===== src/rtl/button_cmd_queue.sv =====
// button_cmd_queue: latches debounced button presses and serialises them, lowest index first, into an in-order FIFO of button codes.
//   clk, rst    : clock; synchronous active-high reset
//   btn_pulse   : one-cycle press pulses, one bit per button
//   cmd_valid   : FIFO head holds a command
//   cmd_code    : button index at the head (0 when empty)
//   cmd_ready   : consumer accepts the head this cycle
//   fifo_count  : occupied FIFO entries
//   pending     : latched presses not yet enqueued
//   drop_cnt    : saturating count of cycles in which presses merged
//   clr_drop    : clears drop_cnt (wins over a same-cycle drop)
module button_cmd_queue #(
    parameter int NUM_BTN = 4,
    parameter int DEPTH   = 4,
    parameter int CODE_W  = $clog2(NUM_BTN)
) (
    input  logic                     clk,
    input  logic                     rst,
    input  logic [NUM_BTN-1:0]       btn_pulse,
    output logic                     cmd_valid,
    output logic [CODE_W-1:0]        cmd_code,
    input  logic                     cmd_ready,
    output logic [$clog2(DEPTH):0]   fifo_count,
    output logic [NUM_BTN-1:0]       pending,
    output logic [7:0]               drop_cnt,
    input  logic                     clr_drop
);
    localparam int AW = $clog2(DEPTH);
    logic [CODE_W-1:0]  mem [DEPTH];
    logic [AW-1:0]      rd_ptr, wr_ptr;
    logic [NUM_BTN-1:0] enq_mask;
    logic [CODE_W-1:0]  enq_idx;
    logic               pop, enq, drop;
    always_comb begin
        enq_idx = '0;
        for (int i = NUM_BTN - 1; i >= 0; i--) if (pending[i]) enq_idx = CODE_W'(i);
    end
    assign cmd_valid = fifo_count != '0;
    assign cmd_code  = cmd_valid ? mem[rd_ptr] : '0;
    assign pop       = cmd_valid & cmd_ready;
    // a full FIFO still accepts an enqueue when the head leaves in the same cycle
    assign enq       = (|pending) & ((fifo_count != (AW+1)'(DEPTH)) | pop);
    // isolate the lowest set pending bit
    assign enq_mask  = enq ? (pending & (~pending + NUM_BTN'(1))) : '0;
    // a pulse landing on the bit being enqueued re-arms it rather than merging
    assign drop      = |(btn_pulse & pending & ~enq_mask);
    always_ff @(posedge clk) begin
        if (enq) mem[wr_ptr] <= enq_idx;
    end
    always_ff @(posedge clk) begin
        if (rst) begin
            pending    <= '0;
            rd_ptr     <= '0;
            wr_ptr     <= '0;
            fifo_count <= '0;
            drop_cnt   <= '0;
        end else begin
            pending    <= (pending & ~enq_mask) | btn_pulse;
            wr_ptr     <= enq ? wr_ptr + AW'(1) : wr_ptr;
            rd_ptr     <= pop ? rd_ptr + AW'(1) : rd_ptr;
            fifo_count <= (enq && !pop) ? fifo_count + (AW+1)'(1) :
                          (pop && !enq) ? fifo_count - (AW+1)'(1) : fifo_count;
            drop_cnt   <= clr_drop ? '0 :
                          (drop && drop_cnt != 8'hff) ? drop_cnt + 8'd1 : drop_cnt;
        end
    end
endmodule

===== config.mk =====
export PLATFORM = sky130hd
export DESIGN_NAME = button_cmd_queue
export DESIGN_NICKNAME = d
export VERILOG_FILES = /design/src/rtl/button_cmd_queue.sv
export SDC_FILE = /design/constraint.sdc
export NUM_CORES = 1
export LEC_CHECK = 0
export CORE_MARGIN = 2
export CORE_UTILIZATION = 65
export CTS_CLUSTER_DIAMETER = 120
export DETAILED_ROUTE_END_ITERATION = 10
export DONT_BUFFER_PORTS = 1
export PLACE_DENSITY = 0.81
export SETUP_SLACK_MARGIN = 0.1
export SYNTH_ARGS = -nofsm -noshare
export SYNTH_HDL_FRONTEND = slang
export SYNTH_SLANG_ARGS = --single-unit
export TNS_END_PERCENT = 10

===== constraint.sdc =====
create_clock -name clk -period 5.2 [get_ports clk]
set_input_delay 0.52 -clock clk [delete_from_list [all_inputs] [get_ports clk]]
set_output_delay 0.52 -clock clk [all_outputs]
set_load 0.03 [all_outputs]

# Word-level counts from Yosys, hierarchy flattened
# Memories as Yosys holds them, arrays and structs flattened. A register that Yosys moved wholly into a read port is not among the register bits.
# Cells that the tools add are included.
[word_totals]
regBits = 19
mem_bits_rw = 8
inputBits = 8
out_inout_bits = 18
elab_cells = 46
mem_count = 1
[classes]
addsub = 6
eq_ne = 2
muxes = 12
bitwise = 10
n_reduce_logical = 10
[mem_list]
columns = ["memory", "words", "width", "rd", "rd_clocked_by_memory_dff", "write_ports", "line", "rtl"]
rows = [
  ["mem", 4, 2, 1, 1, 1, "28", "logic [CODE_W-1:0] mem [DEPTH];"],
]
[op_table]
columns = ["op", "n"]
rows = [
  ["AND 4 bit", 4],
  ["two-way mux 2 bit", 7],
  ["adder 8 x 1 -> 8 bit (second input constant)", 1],
  ["inequality test 8 bit (second input constant)", 1],
  ["NOT 4 bit", 2],
  ["OR reduction 4 bit", 2],
  ["two-way mux 3 bit", 2],
  ["adder 2 x 1 -> 2 bit (second input constant)", 2],
  ["adder 4 x 1 -> 4 bit (second input constant)", 1],
  ["two-way mux 4 bit", 1],
  ["OR 4 bit", 1],
  ["adder 3 x 1 -> 3 bit (second input constant)", 1],
  ["logical AND 1 bit", 3],
  ["inequality test 3 bit (second input constant)", 1],
  ["nonzero test 3 bit", 1],
  ["subtractor 3 x 1 -> 3 bit (second input constant)", 1],
  ["AND 1 bit", 2],
  ["zero test 1 bit", 2],
  ["two-way mux 1 bit", 2],
  ["nonzero test 2 bit", 1],
  ["OR reduction 2 bit", 1],
  ["OR 1 bit", 1],
]

# Longest topological paths before layout
[depth]
word_depth = 9
ltp_mapped = 9
ltp_nobuf = 8

# Worst setup path before layout
# Ideal clock, no wire load.
[synth_path]
path_kind = "flip-flop to flip-flop"
start = "reg pending[0]"
end = "reg fifo_count[2]"
setup_ps = 71
arrival_ps = 2423
t_required_ps = 5129
setup_slack_ps = 2706
path_stages_with_launch = 10
n_path_buf = 1
synth_period_minus_slack_ps = 2494
path_cell_list = "dfxtp_1 clkbuf_1 nor2_1 a21oi_1 ha_1 inv_1 fa_1 xor2_1 or3_1 a21oi_1"
[synth_via]
elab_chain_cells = 5
elab_cells_between_ends = 7
classes_between = "mux (1); bitwise (1); reduce/logical (5)"
[synth_rtl]
columns = ["item", "line", "rtl"]
rows = [
  ["start, declared", "23", "output logic [NUM_BTN-1:0] pending,"],
  ["start signal, assigned", "57", "pending <= (pending & ~enq_mask) | btn_pulse;"],
  ["OR reduction 4 bit (*)", "41", "assign enq = (|pending) & ((fifo_count != (AW+1)'(DEPTH)) | pop);"],
  ["AND 1 bit (*)", "41", ""],
  ["zero test 1 bit", "61", "(pop && !enq) ? fifo_count - (AW+1)'(1) : fifo_count;"],
  ["logical AND 1 bit", "61", ""],
  ["nonzero test 2 bit (no source line)", "--", ""],
  ["end signal, assigned", "60", "fifo_count <= (enq && !pop) ? fifo_count + (AW+1)'(1) :"],
  ["end, declared", "22", "output logic [$clog2(DEPTH):0] fifo_count,"],
]
# Mark *: on every way between the ends. The rest lies on a longest branch, timed or not.
# A chain may end at the register's enable or synchronous reset.

# Final worst setup path
[layout_path]
start = "reg fifo_count[0]"
end = "reg fifo_count[2]"
[layout_via]
elab_chain_cells = 7
elab_cells_between_ends = 14
classes_between = "add/sub (2); eq/ne (1); mux (2); bitwise (3); reduce/logical (6)"
[layout_rtl]
columns = ["item", "line", "rtl"]
rows = [
  ["nonzero test 3 bit", "37", "assign cmd_valid = fifo_count != '0;"],
  ["AND 1 bit", "39", "assign pop = cmd_valid & cmd_ready;"],
  ["OR 1 bit", "41", ""],
  ["AND 1 bit", "41", ""],
  ["zero test 1 bit", "61", ""],
  ["logical AND 1 bit", "61", ""],
  ["nonzero test 2 bit (no source line)", "--", ""],
]
# Several ways; a longest one is shown, not always the timed one. The select of a mux whose other input is x is not followed.

==> results.md <==
* # nets final at approximately 160
* Number of cell rows at 16
* Top FF cell, synth: dfxtp_1
* Htree depth at 2
* Post-synthesis sequential area ratio at between 40% and 50%
* Avg Inst Size Synth at between 10 and 15 µm²
* Pre-antenna DRT Iters at 5
* Period utilisation layout at a little over half
* Die width at between 50 and 60 µm
* Hold EP: pending[1]
* Pre-CTS WS at around 2.5 ns
* Seq cells post-synth at 29
* Worst Setup End Kind: flop
* Cells after Synth at between 100 and 150
* # setup viols final at 0
* CTS tree: built
* Post-synth ARST share at 0%
* RSZ-0062 raised after global routing: no
* Antenna violations before repair at 0
* GRT Overall Usage at 25.0%
* FF-to-FF Start: fifo_count[0]
* WP data required at approximately 5.5 ns
* Worst-Margin Slew at approximately 0.59 ns
* FF-to-FF path depth at 8
* Starting Density at between 60% and 70%
* Fmax at between 0.3 and 0.4 GHz
* Pin count of the biggest net entering global routing at 15
* Post CTS Setup Buffer Count at 0
* Critical path type: flop to flop
* Root buffer cell: clkbuf_4
* CP max stage cell: dfxtp_1
* GPL Wtd Cong at about 0.86
* # IOs at 26
* Final setup margin at about 2.5 ns
* Cts bufs inserted at 5
* Post-synthesis cell type count at 32
* Final Hold Vio Count at 0
* Critical path arrival at 3.00 ns
* Via count at 1,073
* Leakage power figure at 0.546 nW
* Final cell count without fillers at 168
* Setup TNS at 0 ns
* HP Class: primary input to flop
* Vias in the first global route at 1,079
* First-pass GRT wire length at roughly 4600 µm
* Clk Latency, worst-skew pair at roughly 0.33 ns
* Die Y at around 50 µm
* Top Layer Used: met4
* IO buf count at 0
* Detailed-route wire length per cell at about 15 µm
* Cell Area, Synth at 0.00138 mm²
* Max-slew headroom at 60.5%
* Syn-to-layout area delta at 4.07%
* CP dominant cell by count: a21oi_1
* Post_cts resized at 0
* Share of cells above drive strength 1 at under 10%
* CP startpoint kind: flop
* GRT Residual Overflow at 0
* Crit path max fanout at 9
* WL met3 at between 200 and 250 µm
* R2r setup slk at around 2.5 ns
* Max-Cap Viols at 0
* CP max stage delay at about 0.66 ns
* Hold depth at 1
* Peak VDD IR at 0.292 mV
* Fillers at 155
* Final WL at between 2000 and 3000 µm
* Net Count, Synth at 153
* Placed insts at 160
* Core Area at between 0.0015 and 0.002 mm²
* Final worst path period need at 2.74 ns
* Via density at around 6.4
* Routed length on met1 at approximately 1100 µm
* HPWL Detailed at 1860 µm
* Antenna cells at 0
* Clk sink count at 29
* Hold_buf cts at 0
* Clock Path Buffers at 2
* Ys Warns at 0
* Critical-path cell list: nor4b_4 > a21oi_1 > ha_1 > inv_1 > fa_1 > xor2_1 > or3_1 > a21oi_1
* Post-synth EDFFs at 8
* DRC at 0
* Wire length on met2 at between 1000 and 1500 µm
* Routed Antenna Nets at 0
* RR Endpoint: fifo_count[2]
* Pwr/cell area at 446 mW/mm²
* Iter 0 DRT Violations at 31
* Clock slew seen by the registers of the worst setup and hold paths at 0.09 ns
* Status: finished clean
* Die area at ~0.0025 mm²
* Fin util at 72.6%
* Min-delay src: rst
* Max Slew Vio Count at 0
* Worst-case clock skew at 0.00375 ns
-- sequential cells by signal, indices dropped and copies added (netlist names), named ones only --
name        cells
drop_cnt        8
fifo_count      3
pending         4
rd_ptr          2
wr_ptr          2
mem             8
-- layout make-up --
type / instances / area [µm²] / area share [%]
sequential: 29 / 661 / 45.9
clock inverter: 1 / 3.75 / 0.261
tap: 27 / 33.8 / 2.35
multi-input combinational: 98 / 673 / 46.8
clock buffer: 7 / 45.0 / 3.13
inverter: 6 / 22.5 / 1.57
-- per-layer routing --
layer / track usage (%) / up-vias
met1: 28.8 / 510
met4: 16.2 / 0
met5: 0 / -
met3: 9.09 / 11
met2: 38.8 / 48
li1: - / 504
-- report_power, final --
group	switching (W)	internal, W	leakage, nW
clock	0.0000752	0.0000518	0.0269
combinational	0.000108	0.0000757	0.271
sequential	0.0000574	0.000273	0.248
-- stage by stage --
step | cell area [µm²] | power, W | hold slack (ns)
final | 1440 | 0.000642 | 0.244
after global routing | 1440 | 0.000682 | 0.226
after CTS | 1440 | 0.000648 | 0.232
after detailed placement | 1390 | 0.000520 | 0.528
after global placement | 1390 | 0.000506 | 0.508
after floorplan | 1380 | 0.000490 | 0.485
-- layout by cell type, fill, tap and decap left out, types with 4 or more instances in the layout --
cell	instances
inv_1	6
edfxtp_1	8
nor2_1	14
a21oi_1	14
dfxtp_1	21
and2_1	6
ha_1	6
o21ai_0	8
o211ai_1	4
nand3_1	4
nand2_1	6
xor2_1	4
or3_1	8
nand4_1	4
clkbuf_4	5
-- critical path: cells and delay by family, from the launching register on --
family | cells | cell delay, ns
flops | 1 | 0.66
xor+xnor | 1 | 0.15
buf+inv | 1 | 0.06
fa+ha+maj | 2 | 0.67
compound gates | 2 | 0.66
simple gates | 2 | 0.47
-- cell usage after synthesis, types with 2 or more instances --
master | instances | area share, %
clkbuf_1 | 3 | 0.81
nand4_1 | 4 | 1.8
and2_1 | 6 | 2.7
inv_1 | 6 | 1.6
nand2_1 | 6 | 1.6
nor2_1 | 14 | 3.8
nor3_1 | 2 | 0.72
and4_1 | 2 | 1.3
dfxtp_1 | 21 | 30
o211ai_1 | 4 | 2.2
ha_1 | 6 | 5.4
a21o_1 | 2 | 1.1
or3_1 | 8 | 3.6
edfxtp_1 | 8 | 17
nand3_1 | 4 | 1.4
mux2i_1 | 2 | 1.4
a21oi_1 | 14 | 5.1
mux4_2 | 2 | 3.3
xor2_1 | 4 | 2.5
o21ai_0 | 8 | 2.9
-- how the worst max path moves through the flow --
stage / start / to / depth (start not counted)
6_report: fifo_count[0] / fifo_count[2] / 8
5_1_grt: fifo_count[0] / fifo_count[2] / 8
4_1_cts: fifo_count[0] / fifo_count[2] / 8
3_5_place_dp: fifo_count[0] / fifo_count[2] / 8
3_3_place_gp: fifo_count[0] / fifo_count[2] / 8
2_1_floorplan: pending[0] / fifo_count[2] / 9
-- logic make-up (layout without fill, tap and decap cells) --
family | count (synthesis) | after routing | synth area share [%]
AND/OR/NAND/NOR | 53 | 53 | 22.2
AO/OA/AOI/OAI | 29 | 29 | 11.8
flip-flops | 29 | 29 | 47.8
buffers and inverters | 11 | 14 | 3.53
adder cells (fa/ha/maj) | 7 | 7 | 6.88
XOR/XNOR | 5 | 5 | 3.17
multiplexers | 4 | 4 | 4.71
Power figures use the tool's default switching activity.
